File: src/rtl/md_pkg.sv
// md_pkg: shared op/state encodings, iteration count and sign helper for md_unit
package md_pkg;
  localparam logic [2:0] MD_MUL    = 3'b000;
  localparam logic [2:0] MD_MULH   = 3'b001;
  localparam logic [2:0] MD_MULHSU = 3'b010;
  localparam logic [2:0] MD_MULHU  = 3'b011;
  localparam logic [2:0] MD_DIV    = 3'b100;
  localparam logic [2:0] MD_DIVU   = 3'b101;
  localparam logic [2:0] MD_REM    = 3'b110;
  localparam logic [2:0] MD_REMU   = 3'b111;
  localparam logic [2:0] MD_IDLE = 3'd0;
  localparam logic [2:0] MD_PREP = 3'd1;
  localparam logic [2:0] MD_ITER = 3'd2;
  localparam logic [2:0] MD_FIX  = 3'd3;
  localparam logic [2:0] MD_DONE = 3'd4;
  localparam int MD_ITERS = 32;
  function automatic logic [31:0] neg_if(input logic n, input logic [31:0] v);
    return n ? -v : v;
  endfunction
endpackage

File: src/rtl/md_if.sv
// md_if: md_unit request/response bundle; master drives start/op/a/b/flush, slave drives busy/done/result
interface md_if;
  logic        start;
  logic        flush;
  logic [2:0]  op;
  logic [31:0] a;
  logic [31:0] b;
  logic        busy;
  logic        done;
  logic [31:0] result;
  modport master(output start, flush, op, a, b, input busy, done, result);
  modport slave(input start, flush, op, a, b, output busy, done, result);
endinterface

File: src/rtl/md_shift_core.sv
// md_shift_core: 64-bit acc {hi,lo}; load puts init in lo, step does shift-add (mul) or restoring shift-subtract (div, hi=rem lo=quot); MD_FAST_MUL_EN drops the mul step
module md_shift_core (
  input  logic        clk,
  input  logic        load,
  input  logic        step,
  input  logic        div,
  input  logic [31:0] init,
  input  logic [31:0] opnd,
  output logic [63:0] acc
);
  logic [32:0] rem_sh, diff;
  logic [63:0] nxt_d, nxt_m;
`ifndef MD_FAST_MUL_EN
  logic [32:0] sum;
`endif
  always_comb begin
    rem_sh = acc[63:31];
    diff = rem_sh - {1'b0, opnd};
    nxt_d = {diff[32] ? rem_sh[31:0] : diff[31:0], acc[30:0], ~diff[32]};
`ifdef MD_FAST_MUL_EN
    nxt_m = acc;
`else
    sum = {1'b0, acc[63:32]} + (acc[0] ? {1'b0, opnd} : 33'd0);
    nxt_m = {sum, acc[31:1]};
`endif
  end
  always_ff @(posedge clk) begin
    if (load) acc <= {32'd0, init};
    else if (step) acc <= div ? nxt_d : nxt_m;
  end
endmodule

File: src/rtl/md_unit.sv
// md_unit: RV32M mul/div sequencer; ports clk, rst, bus (md_if.slave: start/op/a/b/flush in, busy/done/result out); MD_FAST_MUL_EN makes multiplies single-step in PREP
module md_unit
  import md_pkg::*;
#(
  parameter int XLEN = 32
) (
  input logic clk,
  input logic rst,
  md_if.slave bus
);
  logic [2:0]      state, nxt, op_q;
  logic [XLEN-1:0] a_q, b_q, ma, mb, spec_res, res_fix, pre_res, result_q;
  logic [4:0]      cnt;
  logic [63:0]     acc, prod;
  logic            a_neg, b_neg, is_div, special, fast_mul;
  always_comb begin
    is_div = op_q[2];
    a_neg = a_q[31] & (op_q == MD_MULH || op_q == MD_MULHSU || op_q == MD_DIV || op_q == MD_REM);
    b_neg = b_q[31] & (op_q == MD_MULH || op_q == MD_DIV || op_q == MD_REM);
    ma = neg_if(a_neg, a_q);
    mb = neg_if(b_neg, b_q);
    special = is_div & (b_q == '0 || (!op_q[0] && a_q == 32'h8000_0000 && b_q == '1));
    spec_res = b_q == '0 ? (op_q[1] ? a_q : '1) : (op_q[1] ? '0 : 32'h8000_0000);
    prod = (a_neg ^ b_neg) ? -acc : acc;
    res_fix = is_div ? (op_q[1] ? neg_if(a_neg, acc[63:32]) : neg_if(a_neg ^ b_neg, acc[31:0]))
                     : (op_q == MD_MUL ? prod[31:0] : prod[63:32]);
  end
`ifdef MD_FAST_MUL_EN
  logic signed [32:0] sa, sb;
  logic signed [63:0] fprod;
  always_comb begin
    sa = {a_neg, a_q};
    sb = {b_neg, b_q};
    fprod = 64'(sa) * 64'(sb);
    fast_mul = !is_div;
    pre_res = special ? spec_res : (op_q == MD_MUL ? fprod[31:0] : fprod[63:32]);
  end
`else
  assign fast_mul = 1'b0;
  assign pre_res = spec_res;
`endif
  always_comb begin
    nxt = state;
    case (state)
      MD_IDLE: nxt = bus.start ? MD_PREP : MD_IDLE;
      MD_PREP: nxt = (special || fast_mul) ? MD_DONE : MD_ITER;
      MD_ITER: nxt = cnt == 5'(MD_ITERS - 1) ? MD_FIX : MD_ITER;
      MD_FIX:  nxt = MD_DONE;
      MD_DONE: nxt = bus.start ? MD_PREP : MD_IDLE;
      default: nxt = MD_IDLE;
    endcase
    if (bus.flush) nxt = MD_IDLE;
  end
  always_ff @(posedge clk) begin
    if (rst) begin
      state <= MD_IDLE;
      cnt <= '0;
      result_q <= '0;
    end else begin
      state <= nxt;
      cnt <= state == MD_ITER ? cnt + 5'd1 : '0;
      if (nxt == MD_PREP) begin
        op_q <= bus.op;
        a_q <= bus.a;
        b_q <= bus.b;
      end
      if (nxt == MD_DONE) result_q <= state == MD_PREP ? pre_res : res_fix;
    end
  end
  md_shift_core core (
    .clk(clk),
    .load(state == MD_PREP),
    .step(state == MD_ITER),
    .div(is_div),
    .init(ma),
    .opnd(mb),
    .acc(acc)
  );
  assign bus.busy = state == MD_PREP || state == MD_ITER || state == MD_FIX;
  assign bus.done = state == MD_DONE;
  assign bus.result = result_q;
endmodule

File: src/flat_wrapper.sv
// flat-port wrapper written by rule: the top's interface ports become plain ports
module md_unit_flat import md_pkg::*;
#(
  parameter int XLEN = 32
)
  (clk, rst, bus_start, bus_flush, bus_op, bus_a, bus_b, bus_busy, bus_done, bus_result);
  md_if bus_i ();
  input logic clk;
  input logic rst;
  input wire logic [$bits(bus_i.start)-1:0] bus_start;
  input wire logic [$bits(bus_i.flush)-1:0] bus_flush;
  input wire logic [$bits(bus_i.op)-1:0] bus_op;
  input wire logic [$bits(bus_i.a)-1:0] bus_a;
  input wire logic [$bits(bus_i.b)-1:0] bus_b;
  output wire logic [$bits(bus_i.busy)-1:0] bus_busy;
  output wire logic [$bits(bus_i.done)-1:0] bus_done;
  output wire logic [$bits(bus_i.result)-1:0] bus_result;
  assign bus_i.start = bus_start;
  assign bus_i.flush = bus_flush;
  assign bus_i.op = bus_op;
  assign bus_i.a = bus_a;
  assign bus_i.b = bus_b;
  assign bus_busy = bus_i.busy;
  assign bus_done = bus_i.done;
  assign bus_result = bus_i.result;
  md_unit #(.XLEN(XLEN)) u_core (.clk(clk), .rst(rst), .bus(bus_i));
endmodule
File: config.mk
export PLATFORM = sky130hd
export DESIGN_NAME = md_unit_flat
export DESIGN_NICKNAME = d
export VERILOG_FILES = /design/src/rtl/md_pkg.sv /design/src/rtl/md_if.sv /design/src/rtl/md_shift_core.sv /design/src/rtl/md_unit.sv /design/src/flat_wrapper.sv
export SDC_FILE = /design/constraint.sdc
export NUM_CORES = 1
export LEC_CHECK = 0
export ABC_AREA = 1
export BUFFER_PORTS_ARGS = -buffer_cell sky130_fd_sc_hd__clkbuf_2
export CAP_MARGIN = 15
export CORE_MARGIN = 3
export CORE_UTILIZATION = 30
export DETAILED_ROUTE_END_ITERATION = 12
export PLACE_DENSITY_LB_ADDON = 0.25
export SLEW_MARGIN = 25
export SYNTH_ARGS = -nofsm -noshare
export SYNTH_HDL_FRONTEND = slang
export SYNTH_SLANG_ARGS = --single-unit
File: constraint.sdc
create_clock -name clk -period 19.2 [get_ports clk]
set_input_delay 5.76 -clock clk [delete_from_list [all_inputs] [get_ports clk]]
set_output_delay 5.76 -clock clk [all_outputs]
set_load 0.02 [all_outputs]
==> reports/results.txt, run 1 <==
antenna cell count -> 0
hold endpoint -> u_core.cnt[0]
IO Pins -> 105
Synth cell types -> 51
PwrDens -> 71.70 mW/mm^2
Vert. Die Dim -> 245.6 um
gr busiest metal -> met2
GR Util met1 -> 31.70%
Syn. warnings -> 0
first-pass GRT wire length -> 104.2 mm
Final Power -> 1.360 mW
Cell Rows -> 87
1st-pass router iterations -> 5
largest net degree at the start of global routing -> 94
Relative slew margins -> 37.46%
Slew Limit Fails -> 0
Layout area overhead -> 10.20%
Bufs and invs on worst path -> 2
CTS Buffer Depth -> 2
power share of the sequential group -> 33.8%
Mapped Avg Cell Area -> 6.062 um^2
Hold Slack -> 449.8 ps
final cell count without fillers -> 3652
setup TNS -> 0 ps
Synth top cells by count -> 806 x nand2_1, 365 x nor2_1, 298 x inv_1
hold path depth -> 1
R2R cell count -> 19
CP Launch Type -> primary input
synthesized flop and latch total -> 171
share of the synthesized area in the top cell type -> 17.57%
vias -> 18890
DP Cell Count -> 3619
Final Hold Vio Count -> 0
cell with the most instances after synthesis -> nand2_1
Post-CTS Hold Fix Bufs -> 0
Die W -> 245.6 um
Clk pwr share -> 26.2%
Final Skew -> 18.73 ps
worst path cell trace -> clkbuf_2 > nand2_1 > a211oi_1 > a21boi_4 > buf_4
Clock Sinks -> 171
EDFF count, synth -> 99
combinational share of power -> 40.1%
initial antenna violation count -> 1
CP Data Required Time -> 19310 ps
Syn Inst Count -> 2840
CTS tree -> built
placer congestion estimate -> 0.9853
RR Endpoint -> u_core.core.acc[53]
final routed DRC violation total -> 0
layout cells sized above 1 -> 7.148%
unrepaired setup endpoints after global routing -> false
Leakage -> 8.950 nW
Die ar. -> 0.06029 mm^2
met3 Usage GRT -> 3.827%
Seq/Total Area, Yosys -> 25.64%
Worst-Skew Late Latency -> 470 ps
PortBufs -> 104
clk root buf -> clkbuf_16
Routed Antenna Nets -> 0
switching power share of the total -> 44.09%
M2 GR Usage -> 34.77%
f_max -> 141.3 MHz
CTS H-tree depth -> 4
post-synthesis net count -> 2984
clk slew on worst S/H paths -> 70 ps
reg2reg start -> u_core.op_q[2]
post-synth top area cell -> nand2_1
post-CTS setup buffers -> 0
Async SR Flop Fraction -> 0%
core footprint -> 0.05660 mm^2
Max Cap Viol -> 0
nets -> 3027
Worst IR Drop VDD -> 0.07618 mV
CP top delay family -> compound AO/OA/AOI/OAI gates
crit path max fanout -> 36
Slew @ Worst Pin -> 937.0 ps
critical path arrival -> 7190 ps
all-layer global routing usage -> 22.63%
r2r setup slk -> 13860 ps
post-route clock period utilization -> 36.87%
CP peak stage delay -> 520 ps
count of final setup violators -> 0
grt ovf -> 0
Internal -> 0.7604 mW
Final HPWL DP -> 54.87 mm
vias in the first global route -> 17340
Worst Setup End Kind -> flop
hold path startpoint -> u_core.cnt[0]
status -> finished clean
Setup Crit Path Kind -> in2reg
CTS buffer count -> 17
NetSw -> 0.5997 mW
drt initial violations -> 1881
vias per cell -> 5.172
Initial Util -> 30.41%
post-synthesis cell area -> 0.01722 mm^2
Most used DFF post-synth -> edfxtp_1
min Tclk post-route -> 7079 ps
Detailed Route WL -> 69.59 mm
post-layout util -> 33.51%
Area contributors post-synth -> nand2_1 18%, edfxtp_1 17%, dfxtp_1 8.4%
mean routed wirelength per cell -> 19.05 um
post-CTS sizing -> 0
Hold WC Path Type -> reg2reg
CP max stage cell -> a21boi_4
-- logic make-up (layout without fill, tap and decap cells) --
| group | after synthesis | in the layout | share of synthesized area [%] |
|---|---|---|---|
| AOI/OAI and AO/OA | 523 | 523 | 16.33 |
| DFF | 171 | 171 | 25.64 |
| buffers and inverters | 409 | 465 | 9.666 |
| xor gates and xnor gates | 100 | 100 | 5.088 |
| and+or+nand+nor | 1564 | 1564 | 37.88 |
| adders and majority gates | 73 | 73 | 5.393 |
-- registers in the layout, summed over array words and instances, names as in the netlist --
register and cells:
u_core.b_q 32, u_core.op_q 3, u_core.a_q 32, u_core.bus.result 32
u_core.core.acc 64, u_core.state 3, u_core.cnt 5
-- layout by cell type (no fill, tap or decap), drive strengths merged --
cell type  count
and2           3
fa             2
o211ai        15
a31oi          8
dfxtp         72
xor2          88
nor2         373
o31ai          5
nand4         23
nor4          11
o41ai          1
nand3        287
nor3          34
edfxtp        99
a221oi         1
clkbuf       123
clkinv        10
clkinvlp       1
buf           17
a211oi         2
inv          313
xnor2         12
o21a           4
a21o          13
bufinv         1
a21boi         1
ha            71
nand3b         4
nor3b          2
a21oi        208
o21bai         6
o22ai          4
nand2        821
o21ai        255
or2            6
-- worst register-to-register path: stages (launching register included) --
cell      delay (ps)
edfxtp_1         330
buf_4            680
nand2_1          260
inv_1            100
nor2_1            40
nand2_1          430
o21ai_0          280
nor2_1           170
xor2_1           510
ha_1             390
nand2_1          110
inv_1             40
a21oi_1          170
nand2_1          100
a21oi_1          230
nand3_1          160
nand2_2          650
nand3_1          350
nand3_1          160
a21oi_1           70
-- metrics by stage --
step	instance area (um^2)	setup WS [ps]
after floorplan	17220	7642
after global placement	18330	11140
after detailed placement	18360	11440
after CTS	18940	11930
after global routing	18970	12000
final	18970	12120
-- power by group through the flow --
| stage | sequential (mW) | combinational (mW) | clock, mW |
|---|---|---|---|
| after detailed placement | 0.466 | 0.529 | 0 |
| after CTS | 0.458 | 0.532 | 0.363 |
| after global routing | 0.460 | 0.606 | 0.374 |
| after floorplan | 0.442 | 0.374 | 0 |
| after global placement | 0.467 | 0.530 | 0 |
| final | 0.459 | 0.545 | 0.356 |
-- area by class of cell --
cell class | count | area, um^2
Tap cell | 756 | 945.9
Fill cell | 6457 | 37630
Sequential cell | 171 | 4414
Clock inverter | 13 | 128.9
Timing Repair Buffer | 121 | 688.2
Inverter | 312 | 1171
Multi-Input combinational cell | 2260 | 11170
Clock buffer | 19 | 454.2
-- how the worst max path moves through the flow --
stage | from | to | slack (ps) | cells past startpoint
global placement | bus_start | u_core.b_q[28] | 11140 | 5
floorplan | bus_start | u_core.a_q[0] | 7640 | 3
global route | bus_start | u_core.b_q[26] | 12000 | 5
finish | bus_start | u_core.b_q[26] | 12120 | 5
detailed placement | bus_flush | u_core.bus.result[8] | 11440 | 7
CTS | bus_flush | u_core.bus.result[9] | 11930 | 7
-- layer usage --
| layer | up-vias | wire, um |
|---|---|---|
| li1 | 9417 | - |
| met1 | 8639 | 31630 |
| met2 | 716 | 30190 |
| met3 | 116 | 5194 |
| met4 | 0 | 2573 |
| met5 | - | 0 |
Note: power is estimated with default switching activity, not from simulation.
==> inputs of run 2 (changes only) <==
- clock period: 19.2 -> 7.4 ns (I/O delays scaled with it)
==> reports/results.txt, run 2 (synthesized netlist as in run 1, its figures left out) <==
status -> finished clean
Final Cell Area -> 0.01896 mm^2 (about the same)
r2r setup slk -> 2000 ps (-11860 ps)
reg2reg start -> u_core.op_q[2]
CTS buffer count -> 17 (unchanged)
setup TNS -> 0 ps (unchanged)
placer congestion estimate -> 1.003 (+1.8%)
post-CTS setup buffers -> 0 (unchanged)
Final Power -> 3.616 mW (+170%)
vias -> 19500 (+3.3%)
DP Cell Count -> 3620 (+0.028%)
drt initial violations -> 2112 (+12%)
initial antenna violation count -> 1 (unchanged)
layout cells sized above 1 -> 7.217% (+0.069 points)
all-layer global routing usage -> 24.33% (+1.7 points)
grt ovf -> 0 (unchanged)
min Tclk post-route -> 5403 ps
final cell count without fillers -> 3652 (unchanged)
Slew @ Worst Pin -> 1022 ps (+84.66 ps)
IO Pins -> 105 (unchanged)
Initial Util -> 30.41% (unchanged)
commonest non-fill, non-tap cell in the layout -> nand2_1
Detailed Route WL -> 74.31 mm (+6.8%)
CTS H-tree depth -> 4 (unchanged)
antenna cell count -> 0 (unchanged)
final routed DRC violation total -> 0 (unchanged)
Routed Antenna Nets -> 0 (unchanged)
post-CTS sizing -> 0 (unchanged)
Relative slew margins -> 31.81% (-5.7 points)
Vert. Die Dim -> 245.6 um (unchanged)
Layout area overhead -> 10.15% (about the same)
Die W -> 245.6 um (unchanged)
nets -> 3027 (unchanged)
mean routed wirelength per cell -> 20.35 um (+6.8%)
max reg flops -> 64 (unchanged)
largest net degree at the start of global routing -> 88 (-6.4%)
Die ar. -> 0.06029 mm^2 (unchanged)
post-route clock period utilization -> 73.02%
post-layout util -> 33.50% (about the same)
Setup Crit Path Kind -> reg2reg
critical path arrival -> 5620 ps (-1570 ps)
Cell Rows -> 87 (unchanged)
f_max -> 185.1 MHz
Final Skew -> 17.50 ps (-1.232 ps)
Worst-Skew Late Latency -> 480 ps (about the same)
R2R cell count -> 19 (unchanged)
Slew Limit Fails -> 0 (unchanged)
PortBufs -> 104 (unchanged)
vias per cell -> 5.340 (+3.3%)
final worst slack -> 1997 ps (-10120 ps)
Final HPWL DP -> 58.48 mm (+6.6%)
Hold Slack -> 448.7 ps (-1.040 ps)
core footprint -> 0.05660 mm^2 (unchanged)
crit path max fanout -> 56 (+56%)
RR Endpoint -> u_core.core.acc[0]
CTS Buffer Depth -> 2 (unchanged)
Placement Setup Slack -> 2084 ps (-9352 ps)
Worst Setup End Kind -> flop
CTS tree -> built
vias in the first global route -> 17710 (+2.2%)
most frequent cells in the layout -> 805 x nand2_1, 364 x nor2_1, 298 x inv_1
clk root buf -> clkbuf_16
dpl cell area -> 0.01836 mm^2 (about the same)
Clock Sinks -> 171 (unchanged)
Largest Register -> u_core.core.acc
Max Cap Viol -> 0 (unchanged)
worst setup path end -> u_core.core.acc[0]
Leakage -> 8.953 nW (about the same)
1st-pass router iterations -> 6 (+1)
Worst IR Drop VDD -> 0.2009 mV (+160%)
first-pass GRT wire length -> 111.4 mm (+6.9%)
Crit. Startpoint -> u_core.op_q[2]
Hold WC Path Type -> reg2reg
CP Launch Type -> flop
CP Data Required Time -> 7620 ps (-11690 ps)
clk slew on worst S/H paths -> 80 ps (about the same)
unrepaired setup endpoints after global routing -> false
count of final setup violators -> 0 (unchanged)
PwrDens -> 190.7 mW/mm^2 (+170%)
Final Hold Vio Count -> 0 (unchanged)
Post-CTS Hold Fix Bufs -> 0 (unchanged)
-- run 2: cell count changes in the layout (fill, tap and decap cells not counted), sizes merged --
cell	change
clkbuf	-2
clkinvlp	-1
clkinv	+1
inv	+2
-- run 2: layout make-up --
cell class / instances / area (um^2)
well taps: 756 / 945.9
clock buffers: 17 / 425.4
flip-flops and latches: 171 / 4414
multi-input cells: 2260 / 11170
repair buffers: 121 / 668.1
fillers: 6475 / 37640
inverters: 312 / 1171
clock inverters: 15 / 170.2
-- run 2: how the worst min path moves through the flow --
stage / slack (ps) / from / to / cells past startpoint
after global placement: 430 / u_core.cnt[0] / u_core.cnt[0] / 1
after global routing: 510 / u_core.cnt[0] / u_core.cnt[0] / 1
after floorplan: 420 / u_core.cnt[0] / u_core.cnt[0] / 1
after CTS: 450 / u_core.cnt[0] / u_core.cnt[0] / 1
final: 450 / u_core.cnt[0] / u_core.cnt[0] / 1
after detailed placement: 440 / u_core.cnt[0] / u_core.cnt[0] / 1
-- run 2: metal layers --
metal	GRT usage [%]	vias up	wire [um]
li1	-	9426	-
met1	35.70	9045	34830
met2	36.13	918	31000
met3	4.013	112	6244
met4	7.624	2	2219
met5	0	-	12
-- run 2: critical path: stages (launching register included) --
cell and delay (ps):
edfxtp_1 320, buf_4 530, inv_2 90, buf_4 350, nand2_2 210, nand2_4 80, nor2_2 650, o21ai_0 320
xor2_1 380, ha_1 350, inv_1 90, o21ai_0 150, o21ai_0 200, nand2_1 100, a21oi_1 230, nand3_1 180
nand2_2 460, nand2_1 230, inv_1 110, o22ai_1 60
-- run 2: power breakdown --
group	internal [mW]	total, mW	switching (mW)
Sequential	1.06	1.22	0.153
Combinational	0.421	1.45	1.03
Clock	0.482	0.947	0.465
Total	1.97	3.62	1.65
==> inputs of run 3 (changes only) <==
- ABC_AREA: 1 -> 0
- clock period: 7.4 -> 4.5 ns (I/O delays scaled with it)
==> reports/results.txt, run 3 <==
simple-gate share of the synthesized area -> 18.28% (-20 points)
failing checks -> negative setup slack
Final Hold Vio Count -> 0 (unchanged)
Synth cell types -> 76 (+49%)
Hold WC Path Type -> reg2reg
PwrDens -> 353.8 mW/mm^2 (+86%)
crit path max fanout -> 13 (-77%)
drt initial violations -> 1220 (-42%)
layout cells sized above 1 -> 18.62% (+11 points)
Seq/Total Area, Yosys -> 30.61% (+5.0 points)
post-synthesis net count -> 1896 (-36%)
CTS buffer count -> 17 (unchanged)
mux share of post-synthesis cell area -> 3.783% (+3.8 points)
Syn. warnings -> 0 (unchanged)
f_max -> 222.0 MHz (+20%)
synthesized flop and latch total -> 171 (unchanged)
clk root buf -> clkbuf_16
Final Skew -> 14.23 ps (-3.274 ps)
CTS H-tree depth -> 4 (unchanged)
compound-gate portion of the synthesized area -> 24.76% (+8.4 points)
Max Cap Viol -> 0 (unchanged)
Syn Inst Count -> 1752 (-38%)
CTS Buffer Depth -> 2 (unchanged)
most frequent cells in the layout -> 190 x nor2_1, 156 x buf_4, 146 x a21oi_1
adder-cell share of the synthesized area -> 6.438% (+1.0 points)
post-synthesis cell area -> 0.01442 mm^2 (-16%)
Largest Register -> u_core.core.acc
vias -> 14340 (-26%)
CP max stage cell -> or4_4
Cell Rows -> 79 (-9.2%)
hold path depth -> 1 (unchanged)
Final Power -> 6.175 mW (+71%)
IO Pins -> 105 (unchanged)
Placement Setup Slack -> -148.8 ps (-2233 ps)
cell with the most instances after synthesis -> nor2_1
Initial Util -> 30.65% (+0.24 points)
CTS tree -> built
count of final setup violators -> 2 (+2)
worst path cell trace -> or4_4 > nor3_2 > nand4_1 > nor2b_2 > nand2_2 > o41ai_4 > xor2_1 > ha_1 > a21o_1 > a21oi_2 > and2_4 > nand3_4 > a31oi_4 > o21bai_4 > xor2_4 > buf_4 > mux2i_1 > a21oi_1 > a211oi_1
vias per cell -> 5.609 (+5.0%)
Bufs and invs on worst path -> 1 (-4)
Relative slew margins -> 36.88% (+5.1 points)
PortBufs -> 104 (unchanged)
commonest non-fill, non-tap cell in the layout -> nor2_1
EDFF count, synth -> 99 (unchanged)
CP Data Required Time -> 4880 ps (-2740 ps)
vias in the first global route -> 13630 (-23%)
Slew @ Worst Pin -> 946.9 ps (-74.81 ps)
Leakage -> 6.843 nW (-24%)
R2R cell count -> 19 (unchanged)
CP Launch Type -> flop
final routed DRC violation total -> 0 (unchanged)
first-pass GRT wire length -> 80.39 mm (-28%)
largest net degree at the start of global routing -> 68 (-23%)
Final HPWL DP -> 39.83 mm (-32%)
Async SR Flop Fraction -> 0% (unchanged)
status -> complete, but fails checks
Setup Crit Path Kind -> reg2reg
critical path arrival -> 4880 ps (-740 ps)
post-route clock period utilization -> 100.1% (+27 points)
nets -> 2081 (-31%)
Clock Sinks -> 171 (unchanged)
unrepaired setup endpoints after global routing -> true
Die ar. -> 0.05074 mm^2 (-16%)
min Tclk post-route -> 4505 ps (-897.9 ps)
Hold Slack -> 466.3 ps (+17.55 ps)
Area contributors post-synth -> edfxtp_1 21%, dfxtp_1 10%, xnor2_1 6.9%
CP top delay family -> simple AND/OR/NAND/NOR gates
grt ovf -> 0 (unchanged)
Post-CTS Hold Fix Bufs -> 0 (unchanged)
initial antenna violation count -> 0 (-1)
Vert. Die Dim -> 225.3 um (-8.3%)
Worst path depth -> 19 (unchanged)
final worst slack -> -5.294 ps (-2002 ps)
Slew Limit Fails -> 0 (unchanged)
Worst-Skew Late Latency -> 470 ps (about the same)
clk slew on worst S/H paths -> 80 ps (about the same)
Worst IR Drop VDD -> 0.2331 mV (+16%)
XOR/XNOR Fraction of Synth Area -> 12.21% (+7.1 points)
Worst Setup End Kind -> flop
max reg flops -> 64 (unchanged)
CP peak stage delay -> 560 ps (-90 ps)
largest family of logic cells by synthesized area -> compound AO/OA/AOI/OAI gates
placer congestion estimate -> 0.9285 (-7.4%)
mean routed wirelength per cell -> 20.62 um (+1.4%)
Die W -> 225.3 um (-8.3%)
antenna cell count -> 0 (unchanged)
Most used DFF post-synth -> edfxtp_1
core footprint -> 0.04705 mm^2 (-17%)
share of the synthesized area in the top cell type -> 20.61% (+3.0 points)
Routed Antenna Nets -> 0 (unchanged)
post-synth top area cell -> edfxtp_1
Layout area overhead -> 21.03%
Mapped Avg Cell Area -> 8.231 um^2 (+36%)
1st-pass router iterations -> 6 (unchanged)
Detailed Route WL -> 52.74 mm (-29%)
Synth top cells by count -> 191 x nor2_1, 148 x a21oi_1, 147 x nand2_1
all-layer global routing usage -> 20.42% (-3.9 points)
-- run 3: changes by cell type after synthesis, sizes merged, moves of 27 or more --
cell | previous run | this run
a211oi | 2 | 29
nand2 | 821 | 148
mux2i | 0 | 50
a21oi | 208 | 149
clkbuf | 54 | 81
o21ai | 255 | 138
nand3 | 287 | 30
a311oi | 0 | 28
inv | 307 | 30
xnor2 | 12 | 113
nor2 | 373 | 191
nor2b | 0 | 28
-- run 3: final timing paths --
check,start,end,slack (ps)
max,u_core.b_q[10],u_core.core.acc[33],-5
min,u_core.cnt[0],u_core.cnt[0],470
max reg2reg,u_core.b_q[10],u_core.core.acc[33],-5
min reg2reg,u_core.cnt[0],u_core.cnt[0],470
-- run 3: what timing repair did --
item,4_1_cts,5_1_grt
setup endpoints to repair,13,33
pin swaps,2,25
endpoints found under the hold margin,0,0
buffers inserted,5,13
resized for setup,8,51
-- run 3: final cells by class --
cell class                 count  area, um^2
clock buffer                  20       446.7
clock inverter                12       126.4
fill                        4891       29600
inverter                      30       112.6
multi-input combinational   1445        9708
sequential                   171        4414
tap                          607       759.5
timing repair buffer         272        1887
-- run 3: power by group --
group	internal, mW	total (mW)	switching (mW)
Clock	0.794	1.51	0.712
Sequential	1.76	2.00	0.243
Combinational	1.26	2.67	1.41
-- run 3: logic make-up after synthesis --
| logic type | Yosys count |
|---|---|
| simple gates | 558 |
| xor+xnor | 201 |
| buf+inv | 136 |
| flops | 171 |
| fa+ha+maj | 73 |
| compound gates | 559 |
| mux | 54 |
-- run 3: worst reg2reg max path, cell delays in order, from the launching register on --
cell,delay (ps)
edfxtp_1,390
or4_4,560
nor3_2,180
nand4_1,250
nor2b_2,220
nand2_2,120
o41ai_4,370
xor2_1,250
ha_1,280
a21o_1,180
a21oi_2,140
and2_4,180
nand3_4,70
a31oi_4,160
o21bai_4,100
xor2_4,230
buf_4,270
mux2i_1,220
a21oi_1,80
a211oi_1,200
-- run 3: layer usage --
| layer | vias to the layer above | global-route usage, % | share of wire [%] |
|---|---|---|---|
| met3 | 84 | 3.621 | 5.7 |
| met5 | - | 0 | 0 |
| met2 | 469 | 33.67 | 47 |
| li1 | 6864 | - | - |
| met1 | 6924 | 26.99 | 44 |
| met4 | 0 | 7.052 | 3.2 |
-- run 3: metrics by stage --
step | setup TNS (ps) | std cells | instance area [um^2] | util, %
3_5_place_dp | -377.9 | 2509 | 16520 | 35.11
5_1_grt | -3878 | 2557 | 17450 | 37.10
4_1_cts | 0 | 2546 | 17160 | 36.48
6_report | -8.944 | 2557 | 17450 | 37.10
3_3_place_gp | -122.2 | 2509 | 16520 | 35.11
2_1_floorplan | 0 | 1752 | 14450 | -
